## src/rtl/baggage_pkg.sv

```systemverilog
// Shared types and constants for the baggage-drop height acquisition path.
// Latency: none (declarations only).
// Backpressure: none (declarations only).
package baggage_pkg;

    localparam int NUM_SENSORS = 4;
    localparam int SENSOR_W    = 8;

    // Published value for a sensor that never answered during its slot.
    localparam logic [SENSOR_W-1:0] FAULT_VALUE = 8'd0;

    typedef enum logic [2:0] {
        IDLE  = 3'd0,
        REQ   = 3'd1,
        GAP   = 3'd2,
        STORE = 3'd3,
        DONE  = 3'd4
    } acq_state_t;

endpackage

```

## src/rtl/acq_timeout_timer.sv

```systemverilog
// Clear/enable wait counter flagging when a bus request has waited TIMEOUT cycles.
// Latency: expired is decoded from the registered count (valid the cycle count hits TIMEOUT-1).
// Backpressure: none; clr wins over en, the owner stops en once expired is seen.
//
// Ports:
//   clk, rst_n : clock, asynchronous active-low reset
//   clr        : return count to 0 on the next edge
//   en         : advance count by one on the next edge
//   expired    : count == TIMEOUT-1
module acq_timeout_timer #(
    parameter int TIMEOUT = 16
) (
    input  logic clk,
    input  logic rst_n,
    input  logic clr,
    input  logic en,
    output logic expired
);

    localparam int CNT_W = $clog2(TIMEOUT);

    logic [CNT_W-1:0] count_q;
    logic [CNT_W-1:0] count_d;

    always_comb begin
        count_d = count_q;
        if (clr) begin
            count_d = '0;
        end else if (en) begin
            count_d = count_q + CNT_W'(1);
        end
    end

    always_ff @(posedge clk or negedge rst_n) begin
        if (!rst_n) begin
            count_q <= '0;
        end else begin
            count_q <= count_d;
        end
    end

    assign expired = (count_q == CNT_W'(TIMEOUT - 1));

endmodule

```

## src/rtl/sensor_acquire.sv

```systemverilog
// Polls four distance sensors over a shared req/ack bus, averages 2^AVG_LOG2 samples each, publishes atomically.
// Latency: valid rises 4*(2N+1) edges after start when every sample is acked in its first REQ cycle.
// Backpressure: a silent sensor holds sens_req for TIMEOUT cycles, then is flagged faulty and skipped.
//
// Ports:
//   clk, rst_n            : clock, asynchronous active-low reset
//   start                 : begin a run (sampled only when idle)
//   sens_data, sens_ack   : sensor bus response (ack considered only while requesting)
//   sens_sel, sens_req    : sensor bus address and request
//   sensor1..sensor4      : averaged readings of the last completed run (0 if faulty)
//   fault                 : bit k set when sensor k+1 timed out in the last completed run
//   valid                 : one-cycle pulse when sensor1..4 and fault were just updated
//   busy                  : run in progress
module sensor_acquire
    import baggage_pkg::*;
#(
    parameter int AVG_LOG2 = 2,
    parameter int TIMEOUT  = 16
) (
    input  logic                   clk,
    input  logic                   rst_n,
    input  logic                   start,
    input  logic [SENSOR_W-1:0]    sens_data,
    input  logic                   sens_ack,
    output logic [1:0]             sens_sel,
    output logic                   sens_req,
    output logic [SENSOR_W-1:0]    sensor1,
    output logic [SENSOR_W-1:0]    sensor2,
    output logic [SENSOR_W-1:0]    sensor3,
    output logic [SENSOR_W-1:0]    sensor4,
    output logic [NUM_SENSORS-1:0] fault,
    output logic                   valid,
    output logic                   busy
);

    localparam int N     = 1 << AVG_LOG2;
    // Sum of N 8-bit samples fits exactly in SENSOR_W+AVG_LOG2 bits.
    localparam int ACC_W = SENSOR_W + AVG_LOG2;
    // Keep the sample counter at least one bit wide when only one sample is taken.
    localparam int CNT_W = (AVG_LOG2 > 0) ? AVG_LOG2 : 1;
    localparam logic [1:0] LAST_IDX = 2'(NUM_SENSORS - 1);

    acq_state_t state_q, state_d;
    logic [1:0]             idx_q, idx_d;
    logic [CNT_W-1:0]       sample_cnt_q, sample_cnt_d;
    logic [ACC_W-1:0]       acc_q, acc_d;

    // Shadow copies collect one run's results; the published copies only
    // change on the edge into DONE so downstream never sees a mixed run.
    logic [SENSOR_W-1:0]    shadow_q [NUM_SENSORS];
    logic [SENSOR_W-1:0]    shadow_d [NUM_SENSORS];
    logic [NUM_SENSORS-1:0] shadow_fault_q, shadow_fault_d;
    logic [SENSOR_W-1:0]    sensor_q [NUM_SENSORS];
    logic [SENSOR_W-1:0]    sensor_d [NUM_SENSORS];
    logic [NUM_SENSORS-1:0] fault_q, fault_d;

    logic timer_clr;
    logic timer_en;
    logic timer_expired;

    acq_timeout_timer #(
        .TIMEOUT (TIMEOUT)
    ) u_timer (
        .clk     (clk),
        .rst_n   (rst_n),
        .clr     (timer_clr),
        .en      (timer_en),
        .expired (timer_expired)
    );

    always_comb begin
        state_d        = state_q;
        idx_d          = idx_q;
        sample_cnt_d   = sample_cnt_q;
        acc_d          = acc_q;
        shadow_d       = shadow_q;
        shadow_fault_d = shadow_fault_q;
        sensor_d       = sensor_q;
        fault_d        = fault_q;
        timer_clr      = 1'b0;
        timer_en       = 1'b0;

        case (state_q)
            IDLE: begin
                timer_clr = 1'b1;
                if (start) begin
                    state_d        = REQ;
                    idx_d          = 2'd0;
                    sample_cnt_d   = '0;
                    acc_d          = '0;
                    shadow_fault_d = '0;
                end
            end

            REQ: begin
                // Ack is checked before the timeout so a response arriving
                // in the very last allowed cycle still counts.
                if (sens_ack) begin
                    acc_d     = acc_q + ACC_W'(sens_data);
                    timer_clr = 1'b1;
                    state_d   = GAP;
                end else if (timer_expired) begin
                    shadow_fault_d[idx_q] = 1'b1;
                    state_d               = STORE;
                end else begin
                    timer_en = 1'b1;
                end
            end

            GAP: begin
                // One idle bus cycle between samples lets the sensor drop ack.
                if (sample_cnt_q == CNT_W'(N - 1)) begin
                    state_d = STORE;
                end else begin
                    sample_cnt_d = sample_cnt_q + CNT_W'(1);
                    state_d      = REQ;
                end
            end

            STORE: begin
                shadow_d[idx_q] = shadow_fault_q[idx_q] ? FAULT_VALUE
                                                        : SENSOR_W'(acc_q >> AVG_LOG2);
                acc_d           = '0;
                sample_cnt_d    = '0;
                timer_clr       = 1'b1;
                if (idx_q == LAST_IDX) begin
                    // Publish from shadow_d so the last sensor's result,
                    // written on this same edge, is included.
                    sensor_d = shadow_d;
                    fault_d  = shadow_fault_q;
                    state_d  = DONE;
                end else begin
                    idx_d   = idx_q + 2'd1;
                    state_d = REQ;
                end
            end

            DONE: begin
                state_d = IDLE;
            end

            default: begin
                state_d = IDLE;
            end
        endcase
    end

    always_ff @(posedge clk or negedge rst_n) begin
        if (!rst_n) begin
            state_q        <= IDLE;
            idx_q          <= 2'd0;
            sample_cnt_q   <= '0;
            acc_q          <= '0;
            shadow_fault_q <= '0;
            fault_q        <= '0;
            for (int i = 0; i < NUM_SENSORS; i++) begin
                shadow_q[i] <= '0;
                sensor_q[i] <= '0;
            end
        end else begin
            state_q        <= state_d;
            idx_q          <= idx_d;
            sample_cnt_q   <= sample_cnt_d;
            acc_q          <= acc_d;
            shadow_fault_q <= shadow_fault_d;
            fault_q        <= fault_d;
            shadow_q       <= shadow_d;
            sensor_q       <= sensor_d;
        end
    end

    assign sens_req = (state_q == REQ);
    assign sens_sel = idx_q;
    assign busy     = (state_q != IDLE);
    assign valid    = (state_q == DONE);
    assign sensor1  = sensor_q[0];
    assign sensor2  = sensor_q[1];
    assign sensor3  = sensor_q[2];
    assign sensor4  = sensor_q[3];
    assign fault    = fault_q;

endmodule

```

## config.mk

```make
export PLATFORM = sky130hd
export DESIGN_NAME = sensor_acquire
export DESIGN_NICKNAME = d
export VERILOG_FILES = /design/src/rtl/baggage_pkg.sv /design/src/rtl/acq_timeout_timer.sv /design/src/rtl/sensor_acquire.sv
export SDC_FILE = /design/constraint.sdc
export NUM_CORES = 1
export LEC_CHECK = 0
export BUFFER_PORTS_ARGS = -buffer_cell sky130_fd_sc_hd__clkbuf_2
export CAP_MARGIN = 20
export CELL_PAD_IN_SITES_DETAIL_PLACEMENT = 0
export CELL_PAD_IN_SITES_GLOBAL_PLACEMENT = 1
export CORE_MARGIN = 2
export CORE_UTILIZATION = 40
export DETAILED_ROUTE_END_ITERATION = 8
export PLACE_DENSITY = 0.87
export SLEW_MARGIN = 30
export SYNTH_ARGS = -nofsm -noshare
export SYNTH_HDL_FRONTEND = slang
export SYNTH_SLANG_ARGS = --single-unit
```

## constraint.sdc

```tcl
create_clock -name clk -period 1.75 [get_ports clk]
set_input_delay 0.175 -clock clk [delete_from_list [all_inputs] [get_ports clk]]
set_output_delay 0.175 -clock clk [all_outputs]
set_load 0.02 [all_outputs]
```

==> results of run 1 <==
-- cells by family (layout without fill, tap and decap cells) --
kind of cell	Yosys count	in the layout	share of synthesized area [%]
muxes	32	32	7.95
DFF	85	85	51.8
adders and majority gates	15	15	4.75
xor gates and xnor gates	5	5	1.07
AOI/OAI and AO/OA	104	104	15.6
and+or+nand+nor	140	140	15.6
buffers and inverters	28	116	3.23
-- final cells by class --
type | count | area share [%]
clock buffer | 10 | 2.70
clock inverter | 6 | 1.35
inverter | 8 | 0.589
multi-input combinational | 296 | 38.3
sequential | 85 | 41.7
tap | 136 | 3.34
timing repair buffer | 92 | 12.0
-- timing repair --
item | in CTS | in global routing
hold buffers | 1 | 0
gates resized for setup | 8 | 19
cloned | 0 | 0
endpoints found under the hold margin | 33 | 0
setup buffers | 2 | 2
setup endpoints to repair | 15 | 50
pin swaps | 2 | 7
-- worst max-delay path, stage by stage (launching register included) --
cell	delay [ns]
dfrtp_1	0.39
ha_2	0.18
inv_2	0.05
fa_2	0.19
nand2b_4	0.14
a21oi_4	0.06
o21a_1	0.18
or3_1	0.30
a32o_1	0.24
-- metal layers --
layer / track usage [%] / vias to the layer above / share of wire (%)
li1: - / 1591 / -
met1: 24.1 / 1524 / 47
met2: 29.9 / 57 / 48
met3: 3.03 / 12 / 3.5
met4: 4.67 / 0 / 1.2
met5: 0 / - / 0
-- where the power goes --
part           switching (W)  leakage (nW)  internal (W)
Clock               0.000746         0.103      0.000709
Sequential          0.000444          1.14       0.00264
Combinational        0.00230          1.24       0.00169
-- synthesized netlist by cell type, types with 6 or more instances --
cell type and count:
a21oi_1 6, a22o_1 8, clkbuf_1 10, dfrtp_1 85
ha_1 14, inv_1 8, mux2i_1 27, nand2_1 85
nor2_1 16, nor2b_1 8, nor3_1 7, o21ai_0 68
-- registers in the layout (all words and copies together), names as in the netlist --
name,cells
shadow_q,24
acc_q,10
sensor1,8
sensor2,8
sensor3,8
sensor4,8
fault,4
shadow_fault_q,4
u_timer.count_q,4
state_q,3
sample_cnt_q,2
sens_sel,2
-- how the worst max path moves through the flow --
stage	endpoint	from	cells past startpoint	slack (ns)
floorplan	acc_q[6]	acc_q[0]	8	-0.05
global placement	acc_q[7]	acc_q[2]	6	-0.09
detailed placement	acc_q[6]	acc_q[0]	8	-0.1
CTS	acc_q[6]	acc_q[0]	8	-0.11
global route	acc_q[6]	acc_q[0]	8	-0.20
finish	acc_q[6]	acc_q[0]	8	-0.11
-- through the flow --
stage / TNS (ns) / std cells / hold WS, ns / instance area, µm²
global route: -0.405 / 633 / 0.209 / 5100
global placement: -0.213 / 613 / 0.152 / 4760
CTS: -0.310 / 632 / 0.201 / 5020
detailed placement: -0.325 / 613 / 0.156 / 4760
floorplan: -0.0459 / 409 / -0.121 / 4130
finish: -0.127 / 633 / 0.195 / 5100
==> summary.md, run 1 <==
| Metric | Value |
|---|---|
| Status | finished with violations |
| Failing checks | setup timing |
| H-tree levels | 3 |
| Final setup vio count | 2 |
| Reg2reg setup slack | -0.11 ns |
| Final Hold Viols | 0 |
| CTS buffer count | 9 |
| Initial Util | 40.5% |
| Worst setup margin | -0.107 ns |
| Full die area | 0.0111 mm² |
| GRT Util Overall | 17.9% |
| Final Wtd Congestion | 0.890 |
| Overall power | 0.00853 W |
| GRT Residual Overflow | 0 |
| Antenna violations before repair | 0 |
| Die Wd | 105 µm |
| Synth top area cells | dfrtp_1 52%, o21ai_0 8.3%, nand2_1 7.8% |
| Hold path startpoint | sens_data[0] |
| Max Cap Viol | 0 |
| Critical Path RT | 1.99 ns |
| Mapped Area | 0.00411 mm² |
| Vias | 3184 |
| Most common cell after layout, fill and taps aside | dfrtp_1 |
| Pwr dens | 1670 mW/mm² |
| Relative slew slack | 67.5% |
| Critical path arrival | 2.10 ns |
| Setup WS pre-CTS | -0.100 ns |
| Unrepaired setup endpoints after global routing | yes |
| Syn-to-layout area delta | 24.1% |
| Layout cells sized above 1 | 28.2% |
| Layout net count | 519 |
| Setup CP Type | reg2reg |
| Number of synthesized flops with an enable pin | 0 |
| Routed WL | 9.55 mm |
| CTS max path bufs | 2 |
| Minimum clock period | 1.86 ns |
| Die Span Y | 105 µm |
| Worst-Margin Slew | 0.486 ns |
| Core box area | 0.0101 mm² |
| Post-synthesis net count | 436 |
| Cell count after synthesis | 409 |
| Maximum vdd drop | 0.685 mV |
| CTS Root Cell | clkbuf_8 |
| Synthesized flop and latch total | 85 |
| 1st-iter DRT viols | 134 |
| Fin. max-slew vios | 0 |
| IO buf count | 52 |
| Synth top area share | 51.8% |
| Netlist cell types | 49 |
| Final period util | 106% |
| Max FO, Critical Path | 2 |
| Most frequent cells in the layout | 85 x dfrtp_1, 81 x nand2_1, 64 x o21ai_0 |
| Setup crit start kind | register |
| Final core utilization | 50.3% |
| Worst skew pair latency | 0.36 ns |
| Worst Hold Depth | 3 |
| Routed vias/inst | 5.03 |
| Leak | 2.49 nW |
| First-pass GRT wire length | 15.8 mm |
| Main synth FF type | dfrtp_1 |
| Achievable Freq | 539 MHz |
| DP HPWL | 7.14 mm |
| Hold path endpoint | acc_q[0] |
| CTS Sinks | 85 |
| Sequential-to-total area share from yosys stat | 51.8% |
| Footprint of the multi-input gates | 0.00196 mm² |
| Reg2reg end | acc_q[6] |
| Post-synth ARST share | 100% |
| Hold Path Class | in2reg |
| # IOs | 53 |
| Reg clk slew, reported paths | 0.09 ns |
| Clk_skew | 0.0140 ns |
| Number of diodes | 0 |
| Drt pass-1 iters | 4 |
| Vias in the first global route | 3196 |
| Mapped Avg Cell Area | 10.0 µm² |
| Pin count of the biggest net entering global routing | 40 |
| FF-to-FF Start | acc_q[0] |
| Register area | 0.00213 mm² |
| Cell taking the most area after synthesis | dfrtp_1 |
| R2r worst-path depth | 8 |
| Routed len/inst | 15.1 µm |
| # DRC | 0 |
| Number of routed nets with antenna violations | 0 |
| Cell Rows | 37 |
| CTS tree | built |
| Warnings from Yosys | 0 |
| CP Capture Type | register |
| Fillers | 936 |
Power figures use the tool's default switching activity.
==> inputs of run 2 (changes only) <==
--- a/config.mk
+++ b/config.mk
@@ -12,7 +12,7 @@
 export CORE_MARGIN = 2
 export CORE_UTILIZATION = 40
 export DETAILED_ROUTE_END_ITERATION = 8
-export PLACE_DENSITY = 0.87
+export PLACE_DENSITY_LB_ADDON = 0.1
 export SLEW_MARGIN = 30
 export SYNTH_ARGS = -nofsm -noshare
 export SYNTH_HDL_FRONTEND = slang
==> run 2 against run 1 <==
The run still ends with setup timing left. Sequential power about the same. Clock power increased by 7%. Non-clock buffer count increased by 6. Fmax about the same. Combinational power increased by 5%. Via count decreased by 0.13%. Wire length increased by 4.8%. Global-route usage increased by 1.6 points. Largest cell class unchanged. Highest routed layer unchanged.
==> summary.md, run 2 (synthesized netlist as in run 1, its figures left out) <==
| Metric | Value |
|---|---|
| Achievable Freq | 539 MHz (about the same) |
| Largest reg by FF count | shadow_q |
| Most common cell after layout, fill and taps aside | dfrtp_1 |
| Slowest cell delay on critical path | 0.42 ns (+0.03 ns) |
| Vias | 3180 (-0.13%) |
| Layout cells sized above 1 | 29.6% (+1.5 points) |
| Full die area | 0.0111 mm² (unchanged) |
| Pwr dens | 1690 mW/mm² (+1.1%) |
| Initial Util | 40.5% (unchanged) |
| Final Hold Viols | 0 (unchanged) |
| GRT Residual Overflow | 0 (unchanged) |
| Setup crit start kind | register |
| Overall power | 0.00882 W (+3.4%) |
| DP HPWL | 7.38 mm (+3.3%) |
| Crit path from | acc_q[0] |
| Number of routed nets with antenna violations | 0 (unchanged) |
| First-pass GRT wire length | 16.7 mm (+5.5%) |
| CTS Root Cell | clkbuf_8 |
| Leak | 2.54 nW (+2.1%) |
| Setup CP Type | reg2reg |
| Number of diodes | 0 (unchanged) |
| Die Wd | 105 µm (unchanged) |
| Reg clk slew, reported paths | 0.10 ns (about the same) |
| Top flop regs | shadow_q: 24 flops, acc_q: 10 flops |
| Reg2reg setup slack | -0.11 ns (about the same) |
| Relative slew slack | 75.3% (+7.8 points) |
| Hold Worst Slack | 0.165 ns (-0.0299 ns) |
| CTS buffer count | 9 (unchanged) |
| Worst setup margin | -0.107 ns (-0.000124 ns) |
| Hold Path Class | in2reg |
| Reg2reg end | acc_q[6] |
| Critical Path RT | 2.02 ns (+0.03 ns) |
| Number of flip-flops in the largest register | 24 (unchanged) |
| Failing checks | setup timing |
| Drt pass-1 iters | 5 (+1) |
| Cell depth of the worst setup path | 8 (unchanged) |
| CTS tree | built |
| Minimum clock period | 1.86 ns (+0.000124 ns) |
| Antenna violations before repair | 0 (unchanged) |
| Max FO, Critical Path | 2 (unchanged) |
| Unrepaired setup endpoints after global routing | yes |
| Worst skew pair latency | 0.38 ns (+0.02 ns) |
| H-tree levels | 3 (unchanged) |
| Status | finished with violations |
| Final Wtd Congestion | 0.834 (-6.3%) |
| Cell Rows | 37 (unchanged) |
| Final setup vio count | 1 (-1) |
| FF-to-FF Start | acc_q[0] |
| Crit-path cells | ha_4, inv_2, fa_2, nand2b_4, a21oi_4, o21a_1, or3_1, a32o_1 |
| Fin. max-slew vios | 0 (unchanged) |
| Vias in the first global route | 3165 (-0.97%) |
| Routed len/inst | 15.7 µm (+3.9%) |
| Slowest-stage cell, CP | dfrtp_1 |
| Syn-to-layout area delta | 26.9% |
| Clk_skew | 0.0126 ns (-0.00139 ns) |
| # DRC | 0 (unchanged) |
| CP Capture Type | register |
| Critical path arrival | 2.13 ns (+0.03 ns) |
| Layout net count | 525 (+1.2%) |
| Final period util | 106% (about the same) |
| Maximum vdd drop | 0.672 mV (-2.0%) |
| Routed WL | 10.0 mm (+4.8%) |
| CTS max path bufs | 2 (unchanged) |
| Die Span Y | 105 µm (unchanged) |
| IO buf count | 52 (unchanged) |
| 1st-iter DRT viols | 114 (-15%) |
| # IOs | 53 (unchanged) |
| Routed vias/inst | 4.98 (-1.1%) |
| Worst-Margin Slew | 0.371 ns (-0.116 ns) |
| CP Capture Point | acc_q[6] |
| Delay-heaviest family, CP | compound AO/OA/AOI/OAI gates |
| Core box area | 0.0101 mm² (unchanged) |
| Most frequent cells in the layout | 83 x dfrtp_1, 81 x nand2_1, 64 x o21ai_0 |
| GRT Util Overall | 19.5% (+1.6 points) |
| Max Cap Viol | 0 (unchanged) |
| Worst path bufs/invs | 1 (unchanged) |
| Pin count of the biggest net entering global routing | 48 (+20%) |
| CTS Sinks | 85 (unchanged) |
| R2r worst-path depth | 8 (unchanged) |
## run 2: cell count changes in the layout (fill, tap and decap cells not counted), sizes merged
cell / before / now
buf: 40 / 47
clkinvlp: 1 / 0
clkbuf: 61 / 59
inv: 10 / 12
## run 2: layout make-up
cell class,instances,area [µm²]
fill,974,4920
tap,136,170
multi-input combinational,296,1970
clock inverter,7,92.6
inverter,8,32.5
sequential,85,2130
timing repair buffer,98,694
clock buffer,9,124
## run 2: what timing repair did
item | 4_1_cts | 5_1_grt
hold buffers | 1 | 0
buffers inserted | 3 | 2
pin swaps | 0 | 11
endpoints found under the setup margin | 24 | 30
gates resized for setup | 10 | 23
endpoints found under the hold margin | 23 | 0
## run 2: worst min-delay path by stage
stage | start | endpoint | slack [ns] | depth (start not counted)
after detailed placement | rst_n | sensor3[5] | 0.12 | 1
final | sens_data[0] | acc_q[0] | 0.16 | 3
after CTS | sens_data[0] | acc_q[0] | 0.18 | 3
after global placement | rst_n | sensor3[4] | 0.11 | 1
after global routing | sens_data[0] | acc_q[0] | 0.19 | 3
after floorplan | rst_n | acc_q[0] | -0.12 | 0
## run 2: through the flow
step / TNS [ns] / cell area [µm²] / cells / utilization, % / setup slack, ns
2_1_floorplan: -0.0459 / 4130 / 409 / - / -0.0459
3_3_place_gp: -0.278 / 4830 / 617 / 47.6 / -0.111
3_5_place_dp: -0.886 / 4830 / 617 / 47.6 / -0.179
4_1_cts: -0.180 / 5100 / 637 / 50.3 / -0.103
5_1_grt: -0.365 / 5220 / 639 / 51.5 / -0.146
6_report: -0.107 / 5220 / 639 / 51.5 / -0.107
## run 2: metal layers
metal	up-vias	share of wire, %	GRT usage, %	routed length, µm
li1	1599	-	-	-
met1	1518	45	25.6	4510
met2	48	50	32.7	5020
met3	15	2.6	2.16	261
met4	0	2.3	8.48	229
met5	-	0	0	0
## run 2: worst reg2reg max path, stage by stage, from the launching register on
cell and delay [ns]:
dfrtp_1 0.42, ha_4 0.17, inv_2 0.05, fa_2 0.19, nand2b_4 0.14, a21oi_4 0.06, o21a_1 0.17, or3_1 0.30
a32o_1 0.25
## run 2: where the power goes
group	switching, W	internal (W)
clock network	0.000855	0.000700
registers	0.000440	0.00265
logic	0.00234	0.00183
total	0.00364	0.00518
==> inputs of run 3 (changes only) <==
--- a/config.mk
+++ b/config.mk
@@ -13,6 +13,7 @@
 export CORE_UTILIZATION = 40
 export DETAILED_ROUTE_END_ITERATION = 8
 export PLACE_DENSITY_LB_ADDON = 0.1
+export SKIP_CTS_REPAIR_TIMING = 1
 export SLEW_MARGIN = 30
 export SYNTH_ARGS = -nofsm -noshare
 export SYNTH_HDL_FRONTEND = slang
==> run 3 against run 2 <==
The run still ends with setup timing left. Core utilization shrank 0.53 points. Critical path depth is the same. Count of clock-buffer cells in the layout is the same. Sequential power is essentially flat. Clock power is essentially flat. Fmax is essentially flat. Setup slack is essentially flat. Clock skew is essentially flat.
==> summary.md, run 3 (synthesized netlist as in run 1, its figures left out) <==
| Metric | Value |
|---|---|
| 1st-iter DRT viols | 133 (+17%) |
| GRT Util Overall | 19.4% (-0.095 points) |
| Metal3 WL | 250 µm (-4.2%) |
| H-tree levels | 3 (unchanged) |
| Comb pwr share | 46.8% (-0.6 points) |
| Max FO, Critical Path | 2 (unchanged) |
| Layout cells sized above 1 | 29.1% (-0.48 points) |
| Hold Path Class | in2reg |
| WL met2 | 4.95 mm (-1.2%) |
| Initial Util | 40.5% (unchanged) |
| Worst setup margin | -0.107 ns (-0.000434 ns) |
| Routed met1 length | 4.51 mm (+0.16%) |
| Layout net count | 523 (-0.38%) |
| Relative slew slack | 75.6% (+0.31 points) |
| Worst-Margin Slew | 0.366 ns (-0.00463 ns) |
| Full die area | 0.0111 mm² (unchanged) |
| Most frequent cells in the layout | 82 x nand2_1, 82 x dfrtp_1, 64 x o21ai_0 |
| IO buf count | 52 (unchanged) |
| Internal Power | 0.00512 W (-1.1%) |
| Core box area | 0.0101 mm² (unchanged) |
| Drt pass-1 iters | 4 (-1) |
| Status | finished with violations |
| Clk_skew | 0.0130 ns (+0.000316 ns) |
| Cell Rows | 37 (unchanged) |
| Routed WL | 9.94 mm (-0.79%) |
| Maximum vdd drop | 0.727 mV (+8.2%) |
| Final Wtd Congestion | 0.834 (unchanged) |
| # IOs | 53 (unchanged) |
| Reg power frac | 35.4% (+0.4 points) |
| Syn-to-layout area delta | 25.6% |
| Vias in the first global route | 3138 (-0.85%) |
| Share of total power in the clock network | 17.7% (about the same) |
| CTS buffer count | 9 (unchanged) |
| DP HPWL | 7.38 mm (unchanged) |
| Number of flip-flops in the largest register | 24 (unchanged) |
| GRT Residual Overflow | 0 (unchanged) |
| Pwr dens | 1690 mW/mm² (about the same) |
| Routed len/inst | 15.6 µm (-0.48%) |
| Largest reg by FF count | shadow_q |
| Antenna violations before repair | 0 (unchanged) |
| CP Capture Type | register |
| Top flop regs | shadow_q: 24 flops, acc_q: 10 flops |
| Fillers | 981 (+0.72%) |
| CTS Sinks | 85 (unchanged) |
| Sw power | 0.00360 W (-0.91%) |
| Number of diodes | 0 (unchanged) |
| DR top layer | met4 |
| Setup crit start kind | register |
| Number of routed nets with antenna violations | 0 (unchanged) |
| Final Hold Viols | 0 (unchanged) |
| Routed vias/inst | 4.95 (-0.54%) |
| Design area | 0.00516 mm² (-1.0%) |
| CTS tree | built |
| Max Cap Viol | 0 (unchanged) |
| Pin count of the biggest net entering global routing | 48 (unchanged) |
| Placed Area | 0.00483 mm² (unchanged) |
| Final period util | 106% (about the same) |
| Vias | 3153 (-0.85%) |
| Setup CP Type | reg2reg |
| Die Span Y | 105 µm (unchanged) |
| Crit-path cells | ha_2, inv_2, fa_2, nand2b_4, a21oi_4, o21a_1, or3_1, a32o_1 |
| Failing checks | setup timing |
| Slowest cell delay on critical path | 0.40 ns (-0.02 ns) |
| Achievable Freq | 538 MHz (about the same) |
| Sw Ratio | 41.3% (+0.053 points) |
| CTS Root Cell | clkbuf_8 |
| Worst skew pair latency | 0.38 ns (about the same) |
| Final core utilization | 50.9% (-0.53 points) |
| Final setup vio count | 2 (+1) |
| Critical Path RT | 2.02 ns (about the same) |
| First-pass GRT wire length | 16.6 mm (-0.70%) |
| Minimum clock period | 1.86 ns (+0.000434 ns) |
| Die Wd | 105 µm (unchanged) |
| CTS max path bufs | 2 (unchanged) |
| Leak | 2.51 nW (-1.1%) |
| Fin. max-slew vios | 0 (unchanged) |
| Critical path arrival | 2.13 ns (about the same) |
| Slowest-stage cell, CP | dfrtp_1 |
| Setup tns final | -0.126 ns (-0.0189 ns) |
| Hold Worst Slack | 0.155 ns (-0.00971 ns) |
| Unrepaired setup endpoints after global routing | yes |
| # DRC | 0 (unchanged) |
| Reg clk slew, reported paths | 0.10 ns (about the same) |
[run 3: worst paths after layout]
check,slack [ns],endpoint,cells after the start,start
max in group asynchronous,0.92,state_q[1],3,rst_n
min in group asynchronous,0.26,shadow_fault_q[2],2,rst_n
setup reg to reg,-0.11,acc_q[6],8,acc_q[0]
hold reg to reg,0.48,sensor2[1],2,sensor2[1]
hold / removal,0.16,acc_q[0],3,sens_data[0]
setup / recovery,-0.11,acc_q[6],8,acc_q[0]
[run 3: power by group through the flow]
| stage | clock (W) | combinational, W | sequential [W] |
|---|---|---|---|
| after floorplan | 0 | 0.00211 | 0.00343 |
| after global placement | 0 | 0.00393 | 0.00310 |
| after detailed placement | 0 | 0.00397 | 0.00313 |
| after CTS | 0.00157 | 0.00398 | 0.00309 |
| after global routing | 0.00166 | 0.00457 | 0.00318 |
| final | 0.00155 | 0.00409 | 0.00309 |
[run 3: area by class of cell]
cell class | count | area (µm²) | area share, %
sequential | 85 | 2130 | 41.3
multi-input combinational | 296 | 1940 | 37.6
timing repair buffer | 96 | 672 | 13.0
tap | 136 | 170 | 3.30
clock buffer | 9 | 124 | 2.40
clock inverter | 7 | 92.6 | 1.79
inverter | 8 | 32.5 | 0.630
[run 3: critical path: cells and delay by family, from the launching register on]
| family | cells | cell delay (ns) |
|---|---|---|
| buf+inv | 1 | 0.05 |
| compound gates | 3 | 0.48 |
| flops | 1 | 0.40 |
| fa+ha+maj | 2 | 0.39 |
| simple gates | 2 | 0.44 |
[run 3: routing by layer]
metal | vias up | track usage [%]
met5 | - | 0
met4 | 0 | 8.48
met3 | 14 | 2.23
met2 | 48 | 32.4
met1 | 1495 | 25.5
li1 | 1596 | -
[run 3: per-stage QoR]
step	instances	power, W	setup WS (ns)
2_1_floorplan	409	0.00554	-0.0459
3_3_place_gp	617	0.00703	-0.111
3_5_place_dp	617	0.00710	-0.179
4_1_cts	633	0.00864	-0.193
5_1_grt	637	0.00942	-0.164
6_report	637	0.00873	-0.107
